File: src/rtl/apb_txn_monitor.sv
// Passive APB monitor: records every completed transfer into a capture FIFO with a valid/ready drain port.
// Build with APB_MON_PROT_CHECK_EN defined to include the sticky protocol checker driving prot_err.

module apb_txn_monitor #(
  parameter int ADDR_W     = 32,
  parameter int DATA_W     = 32,
  parameter int NUM_SLV    = 4,
  parameter int FIFO_DEPTH = 8,
  parameter int WAIT_W     = 4,
  localparam int SLV_W     = (NUM_SLV > 1) ? $clog2(NUM_SLV) : 1,
  localparam int CNT_W     = $clog2(FIFO_DEPTH) + 1
) (
  input  logic               PCLK,
  input  logic               PRESET,
  input  logic [ADDR_W-1:0]  PADDR,
  input  logic [DATA_W-1:0]  PWDATA,
  input  logic [DATA_W-1:0]  PRDATA,
  input  logic [NUM_SLV-1:0] PSEL,
  input  logic               PENABLE,
  input  logic               PWRITE,
  input  logic               PREADY,
  input  logic               PSLVERR,
  input  logic               mon_en,
  input  logic               ovf_clr,
  output logic               txn_valid,
  input  logic               txn_ready,
  output logic [ADDR_W-1:0]  txn_addr,
  output logic [DATA_W-1:0]  txn_data,
  output logic               txn_write,
  output logic [SLV_W-1:0]   txn_slv,
  output logic               txn_err,
  output logic [WAIT_W-1:0]  txn_wait,
  output logic [CNT_W-1:0]   fifo_count,
  output logic               overflow,
  output logic               prot_err
);

  localparam int PTR_W = $clog2(FIFO_DEPTH);

  typedef enum logic [1:0] {IDLE, SETUP, ACCESS} state_t;

  typedef struct packed {
    logic [ADDR_W-1:0] addr;
    logic [DATA_W-1:0] data;
    logic              write;
    logic [SLV_W-1:0]  slv;
    logic              err;
    logic [WAIT_W-1:0] wcnt;
  } rec_t;

  state_t            state;
  state_t            phase;
  logic [WAIT_W-1:0] wait_cnt;
  logic [SLV_W-1:0]  slv_idx;
  logic              complete;
  rec_t              new_rec;
  rec_t              head;
  rec_t              mem [FIFO_DEPTH];
  logic [PTR_W-1:0]  wr_ptr;
  logic [PTR_W-1:0]  rd_ptr;
  logic              full;
  logic              pop;
  logic              push_req;
  logic              push;
  logic              ovf_evt;

  // The state register rests in IDLE between transfers; a setup cycle (including a
  // back-to-back one straight after a completion) is recognised the cycle PSEL is seen.
  always_comb begin
    phase = state;
    if (state == IDLE && |PSEL) phase = SETUP;
  end

  always_ff @(posedge PCLK or posedge PRESET) begin
    if (PRESET) begin
      state    <= IDLE;
      wait_cnt <= '0;
    end else begin
      case (phase)
        SETUP: begin
          state    <= ACCESS;
          wait_cnt <= '0;
        end
        ACCESS: begin
          if (PREADY) state <= IDLE;
          else if (wait_cnt != '1) wait_cnt <= wait_cnt + WAIT_W'(1);
        end
        default: state <= IDLE;
      endcase
    end
  end

  always_comb begin
    slv_idx = '0;
    for (int i = NUM_SLV - 1; i >= 0; i--) begin
      if (PSEL[i]) slv_idx = SLV_W'(i);
    end
  end

  always_comb begin
    complete      = (phase == ACCESS) && PENABLE && PREADY && (|PSEL);
    new_rec.addr  = PADDR;
    new_rec.data  = PWRITE ? PWDATA : PRDATA;
    new_rec.write = PWRITE;
    new_rec.slv   = slv_idx;
    new_rec.err   = PSLVERR;
    new_rec.wcnt  = wait_cnt;
  end

  // A push into a full FIFO is accepted only when the head leaves on the same edge.
  always_comb begin
    full     = (fifo_count == CNT_W'(FIFO_DEPTH));
    pop      = txn_valid && txn_ready;
    push_req = complete && mon_en;
    push     = push_req && (!full || pop);
    ovf_evt  = push_req && full && !pop;
  end

  always_ff @(posedge PCLK or posedge PRESET) begin
    if (PRESET) begin
      wr_ptr     <= '0;
      rd_ptr     <= '0;
      fifo_count <= '0;
      overflow   <= 1'b0;
    end else begin
      if (push) wr_ptr <= wr_ptr + PTR_W'(1);
      if (pop)  rd_ptr <= rd_ptr + PTR_W'(1);
      case ({push, pop})
        2'b10:   fifo_count <= fifo_count + CNT_W'(1);
        2'b01:   fifo_count <= fifo_count - CNT_W'(1);
        default: fifo_count <= fifo_count;
      endcase
      if (ovf_evt)      overflow <= 1'b1;
      else if (ovf_clr) overflow <= 1'b0;
    end
  end

  always_ff @(posedge PCLK) begin
    if (push) mem[wr_ptr] <= new_rec;
  end

  // Record outputs read as zero whenever nothing is queued.
  assign txn_valid = (fifo_count != '0);
  assign head      = mem[rd_ptr];

  always_comb begin
    txn_addr  = '0;
    txn_data  = '0;
    txn_write = 1'b0;
    txn_slv   = '0;
    txn_err   = 1'b0;
    txn_wait  = '0;
    if (txn_valid) begin
      txn_addr  = head.addr;
      txn_data  = head.data;
      txn_write = head.write;
      txn_slv   = head.slv;
      txn_err   = head.err;
      txn_wait  = head.wcnt;
    end
  end

`ifdef APB_MON_PROT_CHECK_EN
  logic [ADDR_W-1:0]  paddr_q;
  logic [DATA_W-1:0]  pwdata_q;
  logic [NUM_SLV-1:0] psel_q;
  logic               pwrite_q;
  logic               in_wait;
  logic               viol;

  // in_wait marks that the previous cycle was a stalled access, so the bus must hold still.
  always_comb begin
    viol = ((phase == SETUP) && PENABLE)
        || ((phase == ACCESS) && !PENABLE)
        || ((PSEL & (PSEL - NUM_SLV'(1))) != '0)
        || ((phase == ACCESS) && in_wait &&
            ((PADDR != paddr_q) || (PWRITE != pwrite_q) ||
             (PSEL != psel_q) || (PWDATA != pwdata_q)));
  end

  always_ff @(posedge PCLK or posedge PRESET) begin
    if (PRESET) begin
      paddr_q  <= '0;
      pwdata_q <= '0;
      psel_q   <= '0;
      pwrite_q <= 1'b0;
      in_wait  <= 1'b0;
      prot_err <= 1'b0;
    end else begin
      paddr_q  <= PADDR;
      pwdata_q <= PWDATA;
      psel_q   <= PSEL;
      pwrite_q <= PWRITE;
      in_wait  <= (phase == ACCESS) && !PREADY;
      if (viol) prot_err <= 1'b1;
    end
  end
`else
  assign prot_err = 1'b0;
`endif

endmodule

File: config.mk
export PLATFORM = sky130hd
export DESIGN_NAME = apb_txn_monitor
export DESIGN_NICKNAME = d
export VERILOG_FILES = /design/src/rtl/apb_txn_monitor.sv
export SDC_FILE = /design/constraint.sdc
export NUM_CORES = 1
export LEC_CHECK = 0
export ABC_AREA = 1
export CORE_AREA = 2 2 234 236
export CTS_BUF_LIST = sky130_fd_sc_hd__clkbuf_8
export DETAILED_ROUTE_END_ITERATION = 7
export DIE_AREA = 0 0 236 238
export HOLD_SLACK_MARGIN = 0.05
export SYNTH_ARGS = -nofsm -noshare
export SYNTH_HDL_FRONTEND = slang
export SYNTH_SLANG_ARGS = --single-unit
File: constraint.sdc
create_clock -name PCLK -period 5.4 [get_ports PCLK]
set_input_delay 1.62 -clock PCLK [delete_from_list [all_inputs] [get_ports PCLK]]
set_output_delay 1.62 -clock PCLK [all_outputs]
set_load 0.01 [all_outputs]
==> flow_summary.yaml <==
final_layout:
  syn2layout_area_growth_pct: 17.2
  fin_area_um2: 28000
  drive_gt1_share_pct: 8.85
  fin_nets: 2174
  instances_no_fill: 2822
  fillers: 4476
die:
  initial_core_util_pct: 44.7
  coreArea_um2: 53500
  ioPinCount: 188
  die_w_um: 236
  die_area_um2: 56200
  row_count: 85
  fp.dieH_um: 238
global_route:
  track_usage_pct: 19.8
  grt_pass1_vias: 15300
  grt_start_max_net_pins: 155
  grt.overflow.total: 0
  grt_antenna_before_repair: 2
  grt_pass1_wl_um: 86200
hold_path:
  hp-start: "overflow$_DFFE_PP0P_"
  hold_depth: 2
  whs_endpoint: "overflow$_DFFE_PP0P_"
  min_path_type: "register to register"
run:
  max_cap_viol_count: 0
placed_design:
  post-dp-hpwl_um: 28600
  placed_area_um2: 26400
  dp.cells: 2659
  place_congestion: 0.759
  port_buffers: 186
worst_setup_path:
  r2r_slack_ps: 2280
  r2r_end: "fifo_count[3]$_DFFE_PP0P_"
  crit_path_end_kind: "output port"
  reg2reg_depth: 15
  start_kind: "register"
  cp.arrival_ps: 3450
  required_ps: 3780
  crit_type: "register to output port"
  crit_path_max_fanout: 99
  r2r-start: "fifo_count[1]$_DFFE_PP0P_"
  startpoint: "rd_ptr[0]$_DFFE_PP0P_"
detailed_routing:
  drc: 0
  drtIter0Drc: 1288
  route.final.wire_length_um: 56100
  ant_nets: 0
  vias: 15300
  wl_per_cell_um: 19.9
  drt-pass1-iter-count: 5
  via_per_inst: 5.43
synthesis:
  synth_top_cells_by_area: "edfxtp_1 (72%), nor2_1 (8.2%), o21ai_0 (4.7%)"
  syn_nets: 1984
  synth_area_um2: 23900
  ys_ff_latch: 592
  syn-instance-count: 1869
  synthDistinctLibCells: 32
  synth_edf_count: 576
  avgSynthCellArea_um2: 12.8
  synthArstFlopShare_pct: 2.70
  yosysMostFrequentCell: "edfxtp_1"
  synth_top_area_cell: "edfxtp_1"
  synthFlopType: "edfxtp_1"
  synth_common_cells: "edfxtp_1 (576), nor2_1 (521), o21ai_0 (225)"
  synth_warnings: 0
  yosysSeqAreaShare_pct: 74.0
  synth_top_area_share_pct: 72.4
power:
  ir_worst_vdd_v: 0.000599
  powerDensity_nw_per_um2: 510
  power.total_uw: 14300
  cellLeakagePower_uw: 0.00950
timing:
  drv_slew: 0
  relSlewSlack_pct: 24.0
  setup_violations: 0
  period_minus_slack_ps: 5070
  worstMarginPinSlew_ps: 1140
  fin_crit_sh_pct: 93.9
  hold_viol_final: 0
  maxClockFrequency_ghz: 0.197
  rsz0062_at_grt: "no"
  skew_ps: 15.6
cts:
  cts_buffers: 94
  ctsResizeCount: 0
  cts_tree: "yes"
  h-tree-depth: 3
  cts_root_buf: "clkbuf_8"
  clock_tree.buffer_depth: 3
  post-cts-setup-buffer-count: 0
  clkTransAtPathRegs_ps: 60
  clkLatencyLatePin_ps: 650
  cts_sinks: 592
  ctsHoldBuffers: 0
run_status:
  status: "complete, no violations"
-- per-layer routing --
metal	track usage (%)	up-vias	part of all wire, %
met5	0	-	0.055
met4	6.31	4	1.8
met3	3.60	72	5.9
met2	32.0	427	47
met1	27.5	7670	46
li1	-	7143	-
-- stage by stage --
stage / TNS (ps) / hold WS (ps) / setup WS (ps) / util (%)
CTS: 0 / 542 / 284 / 52.4
global placement: 0 / 518 / 1050 / 49.4
global route: 0 / 566 / 132 / 52.4
detailed placement: 0 / 528 / 993 / 49.4
floorplan: -113750 / 492 / -395 / -
finish: 0 / 537 / 330 / 52.4
-- registers in the layout (all words and copies together), names as in the netlist --
signal	cells
fifo_count	4
mem	576
overflow	1
rd_ptr	3
state	1
wait_cnt	4
wr_ptr	3
-- report_power, final --
| group | internal, uW | switching [uW] | total [uW] |
|---|---|---|---|
| registers | 5260 | 313 | 5570 |
| logic | 2190 | 3220 | 5410 |
| clock network | 1650 | 1660 | 3310 |
| total | 9100 | 5190 | 14300 |
-- kinds of logic after synthesis --
| logic type | share of synthesized area, % |
|---|---|
| AND/OR/NAND/NOR | 10.1 |
| multiplexers | 1.51 |
| other | 0.0157 |
| adder cells (fa/ha/maj) | 0.345 |
| XOR/XNOR | 0.183 |
| buffers and inverters | 3.31 |
| AO/OA/AOI/OAI | 10.5 |
| flip-flops | 74.0 |
-- cell usage in the layout, fill, tap and decap left out, types with 5 or more instances in the layout --
cell             synthesis  layout
edfxtp_1               576     576
nor2_1                 521     513
o21ai_0                225     225
clkdlybuf4s50_1          0     185
nand2_1                109     108
clkbuf_8                 0      97
o22ai_1                 73      73
o211ai_1                72      72
o21ai_1                 71      71
inv_1                   22      55
mux2_2                  30      30
clkinv_1                 1      19
buf_4                   21      18
dfrtp_1                 16      13
buf_12                   1      13
clkinv_2                 0       9
nor2_4                   0       8
nand3_1                  7       7
ha_1                     5       5
-- area by class of cell --
cell class              count  area (um^2)  share of cell area, %
inverters                  24         97.6                  0.348
well taps                 696          871                   3.11
flip-flops and latches    592        17700                   63.2
clock inverters            65          272                  0.969
repair buffers            217         2250                   8.04
clock buffers              97         1340                   4.76
diodes                      1         2.50                0.00893
multi-input cells        1130         5480                   19.6
-- critical path, stage by stage, from the launching register on --
cell and delay (ps):
dfrtp_4 670, inv_8 500, buf_12 310, o21ai_0 110, o22ai_1 160, nor2_1 60, nor2_1 290, clkdlybuf4s50_1 600
-- worst max path at each step --
stage	end	slack, ps	depth (start not counted)
after floorplan	mem[0][0]$_DFFE_PP_	-390	7
after global placement	txn_data[12]	1050	7
after detailed placement	txn_addr[9]	990	7
after CTS	txn_addr[9]	280	7
after global routing	txn_addr[22]	130	8
final	txn_data[12]	330	7
Note: power is estimated with default switching activity, not from simulation.
